**config.mk**
```make
export PLATFORM = sky130hd
export DESIGN_NAME = td4_prog_loader
export DESIGN_NICKNAME = d
export VERILOG_FILES = /design/src/rtl/td4_pkg.sv /design/src/rtl/td4_imem_array.sv /design/src/rtl/td4_prog_loader.sv
export SDC_FILE = /design/constraint.sdc
export NUM_CORES = 1
export LEC_CHECK = 0
export ABC_AREA = 1
export CORE_MARGIN = 10
export CORE_UTILIZATION = 30
export DETAILED_ROUTE_END_ITERATION = 10
export GPL_TIMING_DRIVEN = 0
export PLACE_DENSITY_LB_ADDON = 0.3
export SYNTH_ARGS = -nofsm -noshare
export SYNTH_HDL_FRONTEND = slang
export SYNTH_SLANG_ARGS = --single-unit
```
**constraint.sdc**
```tcl
create_clock -name clk -period 2.1 [get_ports clk]
set_input_delay 0.42 -clock clk [delete_from_list [all_inputs] [get_ports clk]]
set_output_delay 0.42 -clock clk [all_outputs]
set_load 0.01 [all_outputs]
```
**src/rtl/td4_pkg.sv**
```systemverilog
// Shared definitions for the TD4 program store.
//   TD4_AW/IW/NW : address, instruction and load-nibble widths
//   ld_state_e   : loader state machine states
//   TD4_OP_*/TD4_IMM_* : bit positions of the op and imm fields within an instruction
package td4_pkg;
  localparam int unsigned TD4_AW    = 4;
  localparam int unsigned TD4_IW    = 8;
  localparam int unsigned TD4_NW    = 4;
  localparam int unsigned TD4_DEPTH = 1 << TD4_AW;

  localparam int unsigned TD4_OP_MSB  = TD4_IW - 1;
  localparam int unsigned TD4_OP_LSB  = TD4_IW / 2;
  localparam int unsigned TD4_IMM_MSB = TD4_IW / 2 - 1;
  localparam int unsigned TD4_IMM_LSB = 0;

  typedef enum logic [1:0] {
    IDLE,
    LOAD_LO,
    LOAD_HI,
    RUN
  } ld_state_e;
endpackage

```
**src/rtl/td4_imem_array.sv**
```systemverilog
// Flop-based instruction memory, 2**AW words of IW bits.
//   clk   : clock
//   clr   : synchronous active-high clear of every word
//   we    : write enable; waddr/wdata written on posedge
//   raddr : asynchronous read address; rdata follows it combinationally
module td4_imem_array
  import td4_pkg::*;
#(
  parameter int unsigned AW = TD4_AW,
  parameter int unsigned IW = TD4_IW
) (
  input  logic          clk,
  input  logic          clr,
  input  logic          we,
  input  logic [AW-1:0] waddr,
  input  logic [IW-1:0] wdata,
  input  logic [AW-1:0] raddr,
  output logic [IW-1:0] rdata
);
  localparam int unsigned DEPTH = 1 << AW;

  logic [IW-1:0] mem [DEPTH];

  always_ff @(posedge clk) begin
    if (clr) begin
      for (int unsigned i = 0; i < DEPTH; i++) mem[i] <= '0;
    end else if (we) begin
      mem[waddr] <= wdata;
    end
  end

  assign rdata = mem[raddr];
endmodule

```
**src/rtl/td4_prog_loader.sv**
```systemverilog
// TD4 program store and loader.
//   clk, rst             : clock, synchronous active-high reset
//   load_start/load_end  : begin a (re)load at address 0 / finish early and run
//   nib_valid/nib_data   : nibble load port, low nibble of each byte first
//   nib_ready            : nibble accepted this cycle when nib_valid is high
//   pc                   : fetch address
//   op/imm               : instruction fields of mem[pc], forced to zero while not running
//   run                  : program valid, core may execute
//   prog_len             : bytes written since the last load_start
module td4_prog_loader
  import td4_pkg::*;
#(
  parameter int unsigned AW = TD4_AW,
  parameter int unsigned IW = TD4_IW,
  parameter int unsigned NW = TD4_NW
) (
  input  logic            clk,
  input  logic            rst,
  input  logic            load_start,
  input  logic            load_end,
  input  logic            nib_valid,
  input  logic [NW-1:0]   nib_data,
  output logic            nib_ready,
  input  logic [AW-1:0]   pc,
  output logic [IW/2-1:0] op,
  output logic [IW/2-1:0] imm,
  output logic            run,
  output logic [AW:0]     prog_len
);
  ld_state_e     state, state_nxt;
  logic [AW-1:0] wptr;
  logic [NW-1:0] lo_hold;
  logic          xfer;
  logic          we;
  logic [IW-1:0] rdata;

  assign xfer = nib_valid & nib_ready;
  assign we   = xfer & (state == LOAD_HI);

  td4_imem_array #(
    .AW (AW),
    .IW (IW)
  ) u_imem (
    .clk   (clk),
    .clr   (rst),
    .we    (we),
    .waddr (wptr),
    .wdata ({nib_data, lo_hold}),
    .raddr (pc),
    .rdata (rdata)
  );

  always_ff @(posedge clk) begin
    if (rst) state <= IDLE;
    else     state <= state_nxt;
  end

  // load_start dominates in every state; load_end only ends a load on a byte boundary.
  always_comb begin
    state_nxt = state;
    unique case (state)
      IDLE:    if (load_start) state_nxt = LOAD_LO;
      LOAD_LO: begin
        if (load_start)    state_nxt = LOAD_LO;
        else if (load_end) state_nxt = RUN;
        else if (xfer)     state_nxt = LOAD_HI;
      end
      LOAD_HI: begin
        if (load_start) state_nxt = LOAD_LO;
        else if (xfer)  state_nxt = (wptr == '1) ? RUN : LOAD_LO;
      end
      RUN:     if (load_start) state_nxt = LOAD_LO;
      default: state_nxt = IDLE;
    endcase
  end

  always_comb begin
    nib_ready = ((state == LOAD_LO) & ~load_start & ~load_end) |
                ((state == LOAD_HI) & ~load_start);
    run       = (state == RUN);
    op        = run ? rdata[IW-1:IW/2] : '0;
    imm       = run ? rdata[IW/2-1:0]  : '0;
  end

  // wptr wraps to 0 naturally after the last byte, ready for the next load.
  always_ff @(posedge clk) begin
    if (rst || load_start) begin
      wptr     <= '0;
      lo_hold  <= '0;
      prog_len <= '0;
    end else if (xfer && state == LOAD_LO) begin
      lo_hold <= nib_data;
    end else if (we) begin
      wptr     <= wptr + 1'b1;
      prog_len <= prog_len + 1'b1;
    end
  end
endmodule

```
Yosys cells after proc, flatten, opt, wreduce, memory -nomap -nowiden
Memories as Yosys holds them, arrays and structs flattened.
Cells that the tools add are included.
{ "classes": {"addsub": 2, "n_mul": 0, "div_mod_pow": 0, "magnitude_cmp": 0, "eq_ne": 7, "shifts": 0, "mux": 18, "bitwise": 9, "reduce_logical": 7} }
{ "ops": {"columns": ["op", "count"], "rows": [
  ["2-bit 2-to-1 mux", 7],
  ["4-bit 2-to-1 mux", 3],
  ["8-bit 2-to-1 mux", 1],
  ["8-bit OR reduction", 1],
  ["1-bit 2-to-1 mux", 6],
  ["2-bit case mux with 3 select lines", 1],
  ["5-bit by 1-bit adder with 5-bit output, second input constant", 1],
  ["1-bit AND", 5],
  ["4-bit by 1-bit adder with 4-bit output, second input constant", 1],
  ["2-bit == test, second input constant", 2],
  ["4-bit == test, second input constant", 1],
  ["4-bit != test, second input constant", 1],
  ["3-bit != test, second input constant", 1],
  ["1-bit inverter", 3],
  ["3-bit AND reduction", 1],
  ["2-bit by 1-bit == test with 1-bit output, second input constant", 1],
  ["2-bit logical NOT", 1],
  ["2-bit by 1-bit != test with 1-bit output, second input constant", 1],
  ["2-bit AND reduction", 1],
  ["2-bit OR reduction", 1],
  ["1-bit logical AND", 1],
  ["1-bit logical OR", 1],
  ["1-bit bitwise OR", 1]
]} }
{ "word_totals": {"regBits": 15, "latchBits": 0, "ram_bits": 128, "rom_bits": 0, "in_bits": 13, "out_inout_bits": 15, "elab_cells": 48, "memories": 1} }
{ "memory_table": {"columns": ["memory", "depth", "word_bits", "read_ports", "rd_ports_with_merged_regs", "wr", "line", "source"], "rows": [
  ["u_imem.mem", 16, 8, 1, 0, 16, "td4_imem_array.sv:22", "logic [IW-1:0] mem [DEPTH];"]
]} }

Longest topological paths before layout
{ "logic_depth": {"depth_word": 11, "depth_mapped": 10, "ltp_nobuf": 10} }

Hierarchy
Synthesis repeated with hierarchy kept, for this count alone.
{ "hier_totals": {"hier_cells": 844, "area_unflattened_um2": 7171.9} }
{ "modules_own_cells": {"columns": ["mod", "instances", "cells_per_inst", "area_each_um2", "seq_area_each_um2"], "rows": [
  ["td4_imem_array", 1, 708, 6246.0, 3843.7],
  ["td4_prog_loader", 1, 136, 925.9, 300.3]
]} }

Worst setup path after synthesis
No wires, ideal clock.
{ "synth_path": {"path_kind": "input to output", "start": "input pc[1]", "end": "output imm[1]", "arrival_ps": 1295, "t_required_ps": 1680, "path_slack_ps": 385, "path_stages": 6, "path_buffers": 2, "path_cell_list": "buf_2 > clkbuf_1 > nand3_1 > nand3_1 > nand3_1 > a21oi_1"} }
{ "synth_between": {"elab_chain_cells": 2} }
{ "synth_lines": {"columns": ["item", "line", "source"], "rows": [
  ["start, declared", "td4_prog_loader.sv:24", "input logic [AW-1:0] pc,"],
  ["memory read 16 x 8 bit", null, null],
  ["4-bit 2-to-1 mux", "td4_prog_loader.sv:82", "imm = run ? rdata[IW/2-1:0] : '0;"],
  ["end, declared", "td4_prog_loader.sv:26", "output logic [IW/2-1:0] imm,"]
]} }
Every way passes these cells.

Worst setup path after layout
{ "layout_path": {"start": "input pc[0]", "end": "output op[3]"} }
{ "layout_between": {"elab_chain_cells": 2} }
{ "layout_lines": {"columns": ["item", "line", "source"], "rows": [
  ["memory read 16 x 8 bit", null, null],
  ["4-bit 2-to-1 mux", "td4_prog_loader.sv:81", "op = run ? rdata[IW-1:IW/2] : '0;"],
  ["end, declared", "td4_prog_loader.sv:25", "output logic [IW/2-1:0] op,"]
]} }
Every way passes these cells.

==> run summary <==
Of the total synthesized cell area, the portion taken by full adders, half adders and majority gates is 1.62%. The XOR/XNOR share of the synthesized area is 0%. The number of vias per cell after detailed routing is 4.74. The layout-stage area growth over the synthesis result is 23.8%. Of all nets on the critical path, the largest fanout is 10.

The via count of the first global-routing pass is 5269. The endpoint identified for the worst register-to-register timing path is u_imem.mem[4][4]$_SDFFCE_PN0P_. Setup violations remaining at the end of the flow were counted as 0. The first global-routing pass estimated 30.9 mm of wire. Summing all flip-flop and latch instances after layout gives 4150 um2. The congestion estimate from routability-driven global placement came to 0.864. In this design, the stage delay of the slowest critical-path cell is 270 ps. The multi-input gate area in the final layout is 2530 um2. The total of max-cap violations came out at 0. The share of Yosys cell area claimed by the top area cell type is 55.4%. The effective utilization at floorplan is 30.5%. The path class of the lowest-slack min-delay path is flop to flop. Fill cells in the final layout number 2359. The total iterations of the first detailed-routing run is 6. The type of origin of the critical path is an input pin. The max-slew violation count is 0. The average footprint of a synthesized cell came out at 8.68 um2. The placement-stage cell area came out at 7530 um2. In the synthesized netlist the async set-or-reset flop fraction comes to 0%. The total power density per cell area came out at 781 nW/um2.

The net total in the final layout is 871. Summing the sequential cell areas from Yosys gives 59.8% of the chip area. On the critical path, the stage with the largest delay is an instance of sky130_fd_sc_hd__bufbuf_16. The utilization after layout came out at 37.8%. The flow ran to the end, and the final reports show no timing, DRC or antenna violations. The detailed-route wire length came out at 20.2 mm. The post-route worst setup slack is 20.0 ps. The compound-gate portion of the synthesized area is 2.04%. The tightest hold path in the finished design has a slack of 465 ps. The largest net degree at the start of global routing is 17. The most frequently used cell type in the post-synthesis netlist is sky130_fd_sc_hd__nand2_1. TritonCTS built the clock tree. The path depth of the worst reg2reg path is 8. The clock skew is 5.20 ps.

The worst register-to-register path begins at state[0]$_SDFFE_PP0P_. The hold path endpoint is prog_len[4]$_SDFFE_PP0P_. The repair_antennas step left the layout with diodes totalling 0. In this run the horizontal extent of the chip is 172 um. The number of warnings printed during yosys synthesis came out at 0. The transition time at the pin with the least slew margin came out at 850 ps.

The overflow left after global routing came out at 0. The post-place setup slack is -1030 ps. The final cycle utilization of the critical path is 99.0%. Counting instances, the worst hold path has a depth of 2.

The cell sitting at the root of the clock tree is a sky130_fd_sc_hd__clkbuf_16. After synthesis, the cell types taking the most area are sky130_fd_sc_hd__edfxtp_1, sky130_fd_sc_hd__nand2_1, sky130_fd_sc_hd__nor2_1. The routed length per instance is 17.6 um. The synthesized cell area is 6930 um2. Synthesis produced a netlist with a net count of 821. The number of standard cells after synthesis came out at 799. The cell that appears most often on the critical path is sky130_fd_sc_hd__nand3_2. The clock reaches the later pin of the worst-skew pair after 430 ps.

In this run the most critical hold path is launched from prog_len[4]$_SDFFE_PP0P_. The number of input and output port buffers inserted came out at 24. For this run, the leading register cell type out of synthesis is sky130_fd_sc_hd__edfxtp_1. The die height came out at 172 um. The flip-flop and latch count after synthesis came out at 143.

The iteration-0 DRC count of the detailed router is 477. The maximum VDD drop came out at 0.618 mV. The peak clock frequency supported by timing is 481 MHz. The required time at the endpoint of the critical path is 1680 ps. The reg-to-reg setup timing slack is 150 ps. 28 I/O pins were placed. The worst path in the final design needs a cycle of 2080 ps, including I/O delays and setup. The number of standard cells in the layout, taps in and fillers out is 1146. In this run the tightest slew margin relative to its limit is 43.3%. The unique cell type count in the Yosys netlist is 21. The number of clock sinks seen by CTS came out at 143.

The signal on the critical path passes through buf_6 > bufbuf_16 > buf_12 > nand2_1 > nand3_1 > nand3_2 > nand3_2 > a21oi_2 > buf_2. The synthesized-area fraction occupied by and/or/nand/nor cells came out at 28.9%. At the worst endpoint, the arrival time is 1660 ps. Global routing used 14.2% of the available tracks.

Yosys mapped a number of flops with a built-in enable equal to 128. After legalization and detailed placement, the total HPWL measured 13.8 mm. The worst setup path is captured at an output pin. The proportion of synthesized area in mux cells came out at 0%. The classification of the worst setup path is input pin to output pin. The maximum root-to-sink buffer count is 2. By area, the combinational part of the netlist is dominated by simple AND/OR/NAND/NOR gates. The clock-pin slew on the worst setup and hold paths came out at 60 ps. The number of design rule violations left after detail routing is 0. Setup repair after global routing could not meet its margin everywhere. The leakage power figure came out at 0.00356 uW. In this run the remaining antenna-violating nets after routing total 0. The area inside the core boundary came out at 22700 um2.

The cell area after layout is 8580 um2. The largest total area in the synthesized netlist belongs to sky130_fd_sc_hd__edfxtp_1. The H-tree depth is 4.

The number of antenna violations at the first check in global routing came to 0. The placement row count came out at 55. The final count of hold timing violations is 0. The instance count after placement with tap cells included is 1108. The total clock buffers created by CTS is 17. The commonest cells after synthesis are sky130_fd_sc_hd__nand2_1, sky130_fd_sc_hd__nor2_1, sky130_fd_sc_hd__edfxtp_1, sky130_fd_sc_hd__inv_1, sky130_fd_sc_hd__nand3_1. The hold buffer count at CTS is 0. The layout cell share with drive strength beyond 1 came out at 18.8%.

The floorplan step defined a die boundary enclosing 29600 um2. The total number of vias came out at 5428.
==> registers in the layout, indices dropped and copies added, names as in the netlist <==
name	cells
lo_hold	4
prog_len	5
state	2
u_imem.mem	128
wptr	4
==> per-layer routing <==
layer / share of wire (%) / vias up / global-route usage, %
met5: 0 / - / 0
met4: 2.3 / 0 / 4.91
met3: 7.5 / 33 / 3.56
met2: 47 / 182 / 23.1
met1: 43 / 2568 / 18.0
li1: - / 2645 / -
==> timing repair <==
item | in CTS | in global routing
setup buffers | 2 | 3
resized for setup | 110 | 55
gates cloned | 2 | 0
endpoints found under the setup margin | 81 | 129
pin swaps | 15 | 18
==> how the worst max path moves through the flow <==
| stage | start | endpoint | slack (ps) | cells past startpoint |
|---|---|---|---|---|
| 2_1_floorplan | pc[1] | imm[1] | 380 | 6 |
| 3_3_place_gp | pc[0] | op[0] | -1040 | 10 |
| 3_5_place_dp | pc[0] | op[0] | -1030 | 10 |
| 4_1_cts | state[0]$_SDFFE_PP0P_ | op[3] | 2 | 4 |
| 5_1_grt | pc[0] | op[2] | -40 | 10 |
| 6_report | pc[0] | op[3] | 20 | 9 |
==> layout make-up <==
cell class / instances / area share (%)
multi-input combinational: 521 / 29.5
buffer: 35 / 3.31
inverter: 100 / 4.54
clock buffer: 17 / 4.96
tap: 285 / 4.16
clock inverter: 14 / 1.47
sequential: 143 / 48.3
timing repair buffer: 31 / 3.70
==> stage by stage <==
stage               total power [uW]  TNS [ps]
floorplan                       3570         0
CTS                             6690         0
detailed placement              3760    -89260
global placement                3760    -89840
global route                    6930     -92.3
finish                          6700         0
==> critical path: cells and delay by family <==
family / cells / cell delay (ps)
AND/OR/NAND/NOR: 4 / 320
AO/OA/AOI/OAI: 1 / 210
buffers and inverters: 4 / 690
==> report_power, final <==
part | leakage, uW | switching, uW | internal (uW)
sequential | 0.00144 | 27.6 | 3180
clock | 0.000254 | 1180 | 1710
combinational | 0.00186 | 405 | 203
total | 0.00356 | 1610 | 5090
==> cell families (layout without fill, tap and decap cells) <==
kind of cell,after synthesis,after routing
and+or+nand+nor,485,485
DFF,143,143
buffers and inverters,135,197
AOI/OAI and AO/OA,27,27
adders and majority gates,9,9
==> placed cells by master (no fill, tap or decap), drive strengths merged <==
master         synthesis  routed
clkinvlp               0       7
clkinv                 7      14
buf                   19      31
a31oi                  1       1
nand3                 82      82
bufbuf                 0       2
clkdlybuf4s50          0      14
nand2                245     245
clkbuf                16      36
nor2                 152     152
edfxtp               128     128
ha                     9       9
o21bai                 1       1
a21oi                 17      17
dfxtp                 15      15
bufinv                 0       2
inv                   93      91
nor3                   6       6
o21ai                  7       7
a211oi                 1       1
No activity file was read; power rests on OpenSTA's default activity.
